<file path="src/rtl/game_pkg.sv">
// game_pkg: shared state encoding and win-line masks for the tic-tac-toe controller
package game_pkg;

    typedef enum logic [2:0] {
        START = 3'd0,
        PLAY  = 3'd1,
        CHECK = 3'd2,
        WIN_X = 3'd3,
        WIN_O = 3'd4,
        TIE   = 3'd5
    } state_e;

    // Board bit 8 is top-left, row-major, bit 0 is bottom-right
    localparam logic [7:0][8:0] WIN_MASKS = {
        9'h1C0, 9'h038, 9'h007,
        9'h124, 9'h092, 9'h049,
        9'h111, 9'h054
    };

    localparam logic [8:0] FULL_BOARD = 9'h1FF;

    function automatic logic is_end(input state_e s);
        return (s == WIN_X) || (s == WIN_O) || (s == TIE);
    endfunction

endpackage

</file>
<file path="src/rtl/line_checker.sv">
// line_checker: flags whether a 9-bit occupancy matrix completes any of the 8 lines
module line_checker
    import game_pkg::*;
(
    input  logic [8:0] matrix_i,
    output logic       win_o
);

    // OR together every line whose three squares are all occupied
    always_comb begin
        win_o = 1'b0;
        for (int i = 0; i < 8; i++)
            win_o = win_o | ((matrix_i & WIN_MASKS[i]) == WIN_MASKS[i]);
    end

endmodule

</file>
<file path="src/rtl/game_controller.sv">
// game_controller: tic-tac-toe game FSM; define STARTER_ALTERNATE_EN to alternate the first mover each game
module game_controller
    import game_pkg::*;
#(
    parameter int END_HOLD_CYCLES = 100000000
) (
    input  logic       clk_100MHz,
    input  logic       reset,
    input  logic [8:0] cuadro,
    input  logic       restart,
    output logic [8:0] x_matrix,
    output logic [8:0] o_matrix,
    output logic       turnoX,
    output logic       turnoO,
    output logic       inc_x_score,
    output logic       inc_o_score,
    output logic       cePS,
    output logic       ceSS,
    output logic       ceWinX,
    output logic       ceWinO,
    output logic       ceTie,
    output logic [2:0] state
);

    localparam int HW = $clog2(END_HOLD_CYCLES) + 1;

    state_e        state_q, state_d;
    logic [8:0]    x_q, x_d, o_q, o_d, cuadro_q;
    logic          turn_o_q, turn_o_d, starter_o_q, starter_o_d;
    logic          inc_x_q, inc_o_q;
    logic [HW-1:0] hold_q, hold_d;
    logic          click, legal, win, full, new_game, enter_end;

    assign click     = (|cuadro) && !(|cuadro_q);
    assign legal     = click && ((cuadro & (cuadro - 9'd1)) == 9'd0) && ((cuadro & (x_q | o_q)) == 9'd0);
    assign full      = (x_q | o_q) == FULL_BOARD;
    assign new_game  = (state_d == START) && (state_q != START);
    assign enter_end = is_end(state_d) && !is_end(state_q);

    line_checker u_lines (
        .matrix_i (turn_o_q ? o_q : x_q),
        .win_o    (win)
    );

    // State, board, turn, hold counter and click history registers
    always_ff @(posedge clk_100MHz or negedge reset) begin
        if (!reset) begin
            state_q     <= START;
            x_q         <= '0;
            o_q         <= '0;
            cuadro_q    <= '0;
            turn_o_q    <= 1'b0;
            starter_o_q <= 1'b0;
            inc_x_q     <= 1'b0;
            inc_o_q     <= 1'b0;
            hold_q      <= '0;
        end else begin
            state_q     <= state_d;
            x_q         <= x_d;
            o_q         <= o_d;
            cuadro_q    <= cuadro;
            turn_o_q    <= turn_o_d;
            starter_o_q <= starter_o_d;
            inc_x_q     <= (state_q == CHECK) && (state_d == WIN_X);
            inc_o_q     <= (state_q == CHECK) && (state_d == WIN_O);
            hold_q      <= hold_d;
        end
    end

    // Next state: restart beats clicks; a win on the last square beats a tie
    always_comb begin
        state_d = state_q;
        case (state_q)
            START:             if (!restart && click) state_d = PLAY;
            PLAY:              state_d = restart ? START : (legal ? CHECK : PLAY);
            CHECK:             state_d = restart ? START : win ? (turn_o_q ? WIN_O : WIN_X) : full ? TIE : PLAY;
            WIN_X, WIN_O, TIE: if (restart && hold_q == '0) state_d = START;
            default:           state_d = START;
        endcase
    end

    // Board, turn and hold counter updates driven by the state transition
    always_comb begin
        x_d         = x_q;
        o_d         = o_q;
        turn_o_d    = turn_o_q;
        starter_o_d = starter_o_q;
        hold_d      = (hold_q != '0) ? hold_q - HW'(1) : hold_q;
        if (new_game) begin
            x_d = '0;
            o_d = '0;
`ifdef STARTER_ALTERNATE_EN
            starter_o_d = ~starter_o_q;
`endif
            turn_o_d = starter_o_d;
        end else if (state_q == PLAY && state_d == CHECK) begin
            x_d = turn_o_q ? x_q : (x_q | cuadro);
            o_d = turn_o_q ? (o_q | cuadro) : o_q;
        end else if (state_q == CHECK && state_d == PLAY) begin
            turn_o_d = ~turn_o_q;
        end
        if (enter_end) hold_d = HW'(END_HOLD_CYCLES - 1);
    end

    // Moore outputs decoded from the current state
    always_comb begin
        state       = state_q;
        x_matrix    = x_q;
        o_matrix    = o_q;
        turnoX      = (state_q == PLAY || state_q == CHECK) && !turn_o_q;
        turnoO      = (state_q == PLAY || state_q == CHECK) && turn_o_q;
        inc_x_score = inc_x_q;
        inc_o_score = inc_o_q;
        ceSS        = state_q == START;
        cePS        = state_q == PLAY || state_q == CHECK;
        ceWinX      = state_q == WIN_X;
        ceWinO      = state_q == WIN_O;
        ceTie       = state_q == TIE;
    end

endmodule

</file>
<file path="config.mk">
export PLATFORM = sky130hd
export DESIGN_NAME = game_controller
export DESIGN_NICKNAME = d
export VERILOG_FILES = /design/src/rtl/game_pkg.sv /design/src/rtl/line_checker.sv /design/src/rtl/game_controller.sv
export SDC_FILE = /design/constraint.sdc
export NUM_CORES = 1
export LEC_CHECK = 0
export BUFFER_PORTS_ARGS = -buffer_cell sky130_fd_sc_hd__buf_2
export CAP_MARGIN = 25
export CORE_ASPECT_RATIO = 0.6
export CORE_UTILIZATION = 35
export CTS_BUF_LIST = sky130_fd_sc_hd__clkbuf_8 sky130_fd_sc_hd__clkbuf_16
export DETAILED_ROUTE_END_ITERATION = 7
export PLACE_DENSITY = 0.54
export SLEW_MARGIN = 30
export SYNTH_ARGS = -nofsm -noshare
export SYNTH_HDL_FRONTEND = slang
export SYNTH_SLANG_ARGS = --single-unit
</file>
<file path="constraint.sdc">
create_clock -name clk_100MHz -period 3.6 [get_ports clk_100MHz]
set_clock_uncertainty 0.15 [all_clocks]
set_input_delay 0.18 -clock clk_100MHz [delete_from_list [all_inputs] [get_ports clk_100MHz]]
set_output_delay 0.18 -clock clk_100MHz [all_outputs]
set_load 0.05 [all_outputs]
</file>
==> out/summary.txt, run 1 <==
First drt pass iteration count: 5
Clock-pin slew on the worst setup and hold paths: 60 ps
Post-synth cell types: 51
Top FF cell, synth: dfrtp_1
Share of cells above drive strength 1: 19.8%
Final hold violations: 0
Gp weighted congestion: 0.761
Worst r2r dst: o_matrix[1]
Clock Path Buffers: 2
FMAX: 0.321 GHz
Top-Level Pins: 42
Initial Utilization: 36.4%
Worst setup margin: 481 ps
Port Buffers: 41
Post-synth EDFFs: 0
Minimum clock period: 3120 ps
Commonest cells after routing, fill and taps aside: 61 x dfrtp_1, 41 x buf_2, 25 x a21oi_1, 25 x nand2_1
Leakage power: 1.58 nW
Slew @ Worst Pin: 810 ps
Via Count: 2,750
Setup TNS: 0 ps
Cell count of the worst reg-to-reg path: 8
Ys Warns: 0
Critical path class: reg -> reg
Num CTS Buffers: 9
Hold Path End: state[1]
Worst endpoint required time: 3650 ps
Max_cap viols: 0
Syn Inst Count: 319
Initial antenna violation count: 0
Total power: 1.69 mW
Total grt overflow: 0
H-tree levels: 3
CP endpoint kind: flip-flop
Mapped Area: 3130 um2
FF+latch count, synth: 61
Dpl hpwl: 5710 um
Worst Path Max Fanout: 19
Total wire length: 8510 um
CTS tree: yes
Area Overhead vs Synth: 24.5%
Syn_nets: 332
FP Rows: 26
First-pass GRT wire length: 13,200 um
Avg WL per Cell: 17.4 um
Worst slew margin: 46.0%
Hold Startpoint: restart
Post-route DRC: 0
Hold Path Class: in -> reg
Most common cell after layout, fill and taps aside: dfrtp_1
Async S/R FF share, synth: 100%
CTS Sinks: 61
Reg-to-reg critical path startpoint: hold_q[13]
Critical Path AT: 3170 ps
Final nets: 386
Pwr dens: 434 nW/um2
Fin. max-slew vios: 0
Die area: 9340 um2
Clk root buf: clkbuf_16
Fill count: 811
Pre-CTS setup slack: 512 ps
Routed Antenna Nets: 0
Die Y: 75.2 um
Inserted Diodes: 0
Starting DRT DRC Count: 296
Status: complete, no violations
Crit path from: hold_q[13]
Worst vdd ir: 0.264 mV
CORE AREA: 8590 um2
Global-route usage over all layers: 19.3%
Setup slack, reg-to-reg: 480 ps
Endpoints failing setup: 0
Largest net degree at the start of global routing: 38
Vias in the first global route: 2,417
CP Launch Type: flip-flop
Post-synthesis sequential area ratio: 48.8%
Hold path depth: 3
Avg Vias per Cell: 5.61
Die W: 124 um
RSZ-0062 raised after global routing: false
Clock Latency Late Sink: 330 ps
Final worst path period share: 86.6%
Core Util, Final: 45.4%
Avg Inst Size Synth: 9.81 um2
metal layers:
| metal | track usage, % | wire [um] | up-vias |
|---|---|---|---|
| li1 | - | - | 1319 |
| met4 | 5.29 | 62 | 0 |
| met3 | 5.45 | 579 | 8 |
| met5 | 0 | 0 | - |
| met1 | 32.1 | 4590 | 1328 |
| met2 | 22.8 | 3280 | 95 |
worst max-delay path, cell delays in order, from the launching register on:
cell and delay, ps:
dfrtp_1 420, or4_4 550, or4_1 540, and4bb_1 410
buf_4 190, nand2_4 70, a2111oi_4 280, buf_4 280
a21oi_1 100
kinds of logic (layout without fill, tap and decap cells):
group / count (synthesis) / after routing / synth area share [%]
flops: 61 / 61 / 48.8
compound gates: 79 / 79 / 17.6
simple gates: 126 / 126 / 22.3
mux: 1 / 1 / 0.320
xor+xnor: 25 / 25 / 7.00
fa+ha+maj: 1 / 1 / 0.400
buf+inv: 26 / 85 / 3.60
worst max-delay path by stage:
| stage | depth (start not counted) | end | slack [ps] |
|---|---|---|---|
| detailed placement | 8 | x_matrix[5] | 510 |
| global route | 10 | x_matrix[0] | 300 |
| finish | 8 | o_matrix[1] | 480 |
| global placement | 8 | x_matrix[0] | 550 |
| floorplan | 4 | turnoX | 570 |
| CTS | 8 | o_matrix[0] | 500 |
registers in the layout, summed over array words and instances (netlist names):
signal,flops
inc_o_score,1
x_matrix,9
turn_o_q,1
o_matrix,9
cuadro_q,9
state,3
inc_x_score,1
hold_q,28
layout make-up:
| class | count | area [um2] | area share (%) |
|---|---|---|---|
| Clock inverter | 6 | 86.3 | 2.22 |
| Tap cell | 112 | 140 | 3.60 |
| Clock buffer | 10 | 239 | 6.13 |
| Multi-Input combinational cell | 232 | 1490 | 38.2 |
| Timing Repair Buffer | 62 | 388 | 9.96 |
| Inverter | 7 | 26.3 | 0.674 |
| Sequential cell | 61 | 1530 | 39.2 |
where the power goes:
group | total (mW) | switching (mW) | leakage [nW] | internal (mW)
Sequential | 0.703 | 0.0105 | 0.713 | 0.693
Combinational | 0.0524 | 0.0342 | 0.708 | 0.0181
Clock | 0.934 | 0.311 | 0.158 | 0.623
Total | 1.69 | 0.356 | 1.58 | 1.33
cell usage after synthesis, drive strengths merged, types with 2 or more instances:
| cell | instances | area (um2) |
|---|---|---|
| dfrtp | 61 | 1530 |
| nand2 | 26 | 105 |
| a21oi | 25 | 125 |
| nor4 | 21 | 131 |
| xnor2 | 21 | 184 |
| nor3 | 18 | 95.1 |
| nor2 | 16 | 60.1 |
| clkbuf | 11 | 41.3 |
| a31oi | 10 | 62.6 |
| a41oi | 9 | 78.8 |
| buf | 8 | 45.0 |
| or4 | 8 | 63.8 |
| a22oi | 7 | 52.6 |
| inv | 7 | 26.3 |
| nand3 | 7 | 35.0 |
| or3 | 7 | 43.8 |
| o21ai | 6 | 30.0 |
| nand2b | 4 | 25.0 |
| nor2b | 4 | 25.0 |
| o31ai | 4 | 30.0 |
| xor2 | 4 | 35.0 |
| and2 | 3 | 18.8 |
| nor4b | 3 | 26.3 |
| o22ai | 3 | 18.8 |
| and3 | 2 | 12.5 |
| nor3b | 2 | 15.0 |
| o211ai | 2 | 15.0 |
| o32ai | 2 | 17.5 |
| or2 | 2 | 12.5 |
stage by stage:
stage	hold slack, ps	instances	area, um2
5_1_grt	142	490	3900
4_1_cts	119	490	3900
3_3_place_gp	166	464	3470
6_report	128	490	3900
2_1_floorplan	-266	319	3130
3_5_place_dp	178	464	3470
what timing repair did:
item,in CTS,in global routing
endpoints found under the hold margin,45,0
hold buffers,10,0
gates resized for setup,0,0
setup buffers,0,0
Power figures use the tool's default switching activity.
==> inputs of run 2 (changes only) <==
PLACE_DENSITY = 0.56   (was 0.54)
clock period = 2.72 ns   (was 3.6 ns; I/O delays follow)
==> run 2 against run 1 <==
The run now ends with negative setup slack left. First-iteration DRC count increased by 10%. Global-route usage increased by 1.6 points. Via count increased by 5.0%. Combinational power increased by 46%. Largest cell class is now multi-input gates. Clock power increased by 34%. Highest routed layer unchanged.
==> out/summary.txt, run 2 (synthesized netlist as in run 1, its figures left out) <==
FP Rows: 26 (unchanged)
Clock Latency Late Sink: 340 ps (about the same)
CTS Sinks: 61 (unchanged)
Setup TNS: -3110 ps (-3110 ps)
Leakage power: 1.69 nW (+7.2%)
First drt pass iteration count: 5 (unchanged)
Max_cap viols: 0 (unchanged)
Hold path depth: 3 (unchanged)
Failing checks: negative setup slack
Die W: 124 um (unchanged)
FMAX: 0.345 GHz (+7.7%)
Worst Path Max Fanout: 5 (-14)
Num CTS Buffers: 9 (unchanged)
Worst endpoint required time: 2790 ps (-860 ps)
Starting DRT DRC Count: 326 (+10%)
Final hold violations: 0 (unchanged)
Clock Path Buffers: 2 (unchanged)
Endpoints failing setup: 22 (+22)
Top reg by flops: hold_q
Most common cell after layout, fill and taps aside: dfrtp_1
CTS tree: yes
Critical Path AT: 2960 ps (-210 ps)
Avg WL per Cell: 17.6 um (+1.3%)
Final Cell Area: 4150 um2 (+6.5%)
Top-Level Pins: 42 (unchanged)
Hold Path Class: in -> reg
Vias in the first global route: 2,704 (+12%)
Pwr dens: 542 nW/um2 (+25%)
Port Buffers: 41 (unchanged)
Largest net degree at the start of global routing: 62 (+63%)
Critical path class: reg -> reg
RSZ-0062 raised after global routing: true
Status: finished, violations left
Max reg flops: 28 (unchanged)
Via Count: 2,888 (+5.0%)
Clock-pin slew on the worst setup and hold paths: 60 ps (about the same)
Cells after DPL: 481 (+3.7%)
Inserted Diodes: 0 (unchanged)
Worst setup margin: -177 ps (-658 ps)
Initial Utilization: 36.4% (unchanged)
H-tree levels: 3 (unchanged)
Initial antenna violation count: 0 (unchanged)
CORE AREA: 8590 um2 (unchanged)
Share of cells above drive strength 1: 26.8% (+6.9 points)
Non-filler instance count after layout: 512 (+4.5%)
Routed Antenna Nets: 0 (unchanged)
Fin. max-slew vios: 0 (unchanged)
First-pass GRT wire length: 14,300 um (+8.2%)
Area Overhead vs Synth: 32.5%
Die Y: 75.2 um (unchanged)
Total wire length: 9010 um (+5.9%)
Die area: 9340 um2 (unchanged)
Final nets: 408 (+5.7%)
Gp weighted congestion: 0.916 (+20%)
Slew @ Worst Pin: 789 ps (-20.9 ps)
Post-route DRC: 0 (unchanged)
Minimum clock period: 2900 ps (-222 ps)
Cell count of the worst reg-to-reg path: 9 (+1)
Worst slew margin: 47.4% (+1.4 points)
CP endpoint kind: flip-flop
Clk root buf: clkbuf_16
Dpl hpwl: 5880 um (+3.1%)
Fill count: 831 (+2.5%)
Final worst path period share: 107% (+20 points)
Post-DP Area: 3630 um2 (+4.7%)
CP Launch Type: flip-flop
Avg Vias per Cell: 5.64 (+0.51%)
Commonest cells after routing, fill and taps aside: 61 x dfrtp_1, 41 x buf_2, 28 x buf_4
Worst vdd ir: 0.273 mV (+3.7%)
Total grt overflow: 0 (unchanged)
Hold Slack: 233 ps (+106 ps)
Global-route usage over all layers: 20.9% (+1.6 points)
-- run 2: changes by cell type in the layout (fill, tap and decap cells not counted), sizes merged --
cell / delta
buf: +21
clkinv: -2
clkinvlp: +1
inv: +2
-- run 2: layout make-up --
class,count,area (um2),share of cell area (%)
Sequential cell,61,1530,36.8
Inverter,7,26.3,0.633
Clock inverter,7,97.6,2.35
Tap cell,112,140,3.38
Clock buffer,9,225,5.43
Multi-Input combinational cell,232,1530,36.9
Timing Repair Buffer,84,603,14.5
-- run 2: layer usage --
layer	track usage, %	wire length [um]
met5	0	0
met4	4.63	79
met3	8.79	852
met2	26.9	3550
met1	31.5	4520
-- run 2: worst paths after layout --
kind                                 start          end  slack (ps)
worst max-delay path            hold_q[16]  x_matrix[3]        -180
worst min-delay path               restart  inc_x_score         230
worst max register to register  hold_q[16]  x_matrix[3]        -180
worst min register to register  hold_q[23]   hold_q[23]         370
max in group asynchronous            reset  x_matrix[3]        1550
min in group asynchronous            reset    hold_q[4]         350
-- run 2: through the flow --
step                power, mW  worst slack, ps  utilization [%]
floorplan               0.959             -261                -
global placement         1.01            -47.1             42.3
detailed placement       1.01            -93.2             42.3
CTS                      2.27            -74.7             47.3
global route             2.35             -228             48.3
finish                   2.25             -177             48.3
-- run 2: worst max-delay path, stage by stage (launching register included) --
cell,delay (ps)
dfrtp_1,380
or4_4,540
or4_4,430
and4bb_2,360
buf_6,110
nand2_4,50
a2111oi_4,330
buf_4,200
clkbuf_16,150
a21oi_1,70
-- run 2: power breakdown --
group / switching, mW / internal [mW] / total [mW]
combinational: 0.0496 / 0.0267 / 0.0764
clock: 0.442 / 0.806 / 1.25
sequential: 0.0101 / 0.916 / 0.926
-- run 2: what timing repair did --
action,4_1_cts,5_1_grt
gates cloned,0,2
hold endpoints to repair,71,0
hold buffers,10,0
gates resized for setup,3,6
pin swaps,1,2
buffers inserted,0,3
setup endpoints to repair,22,45
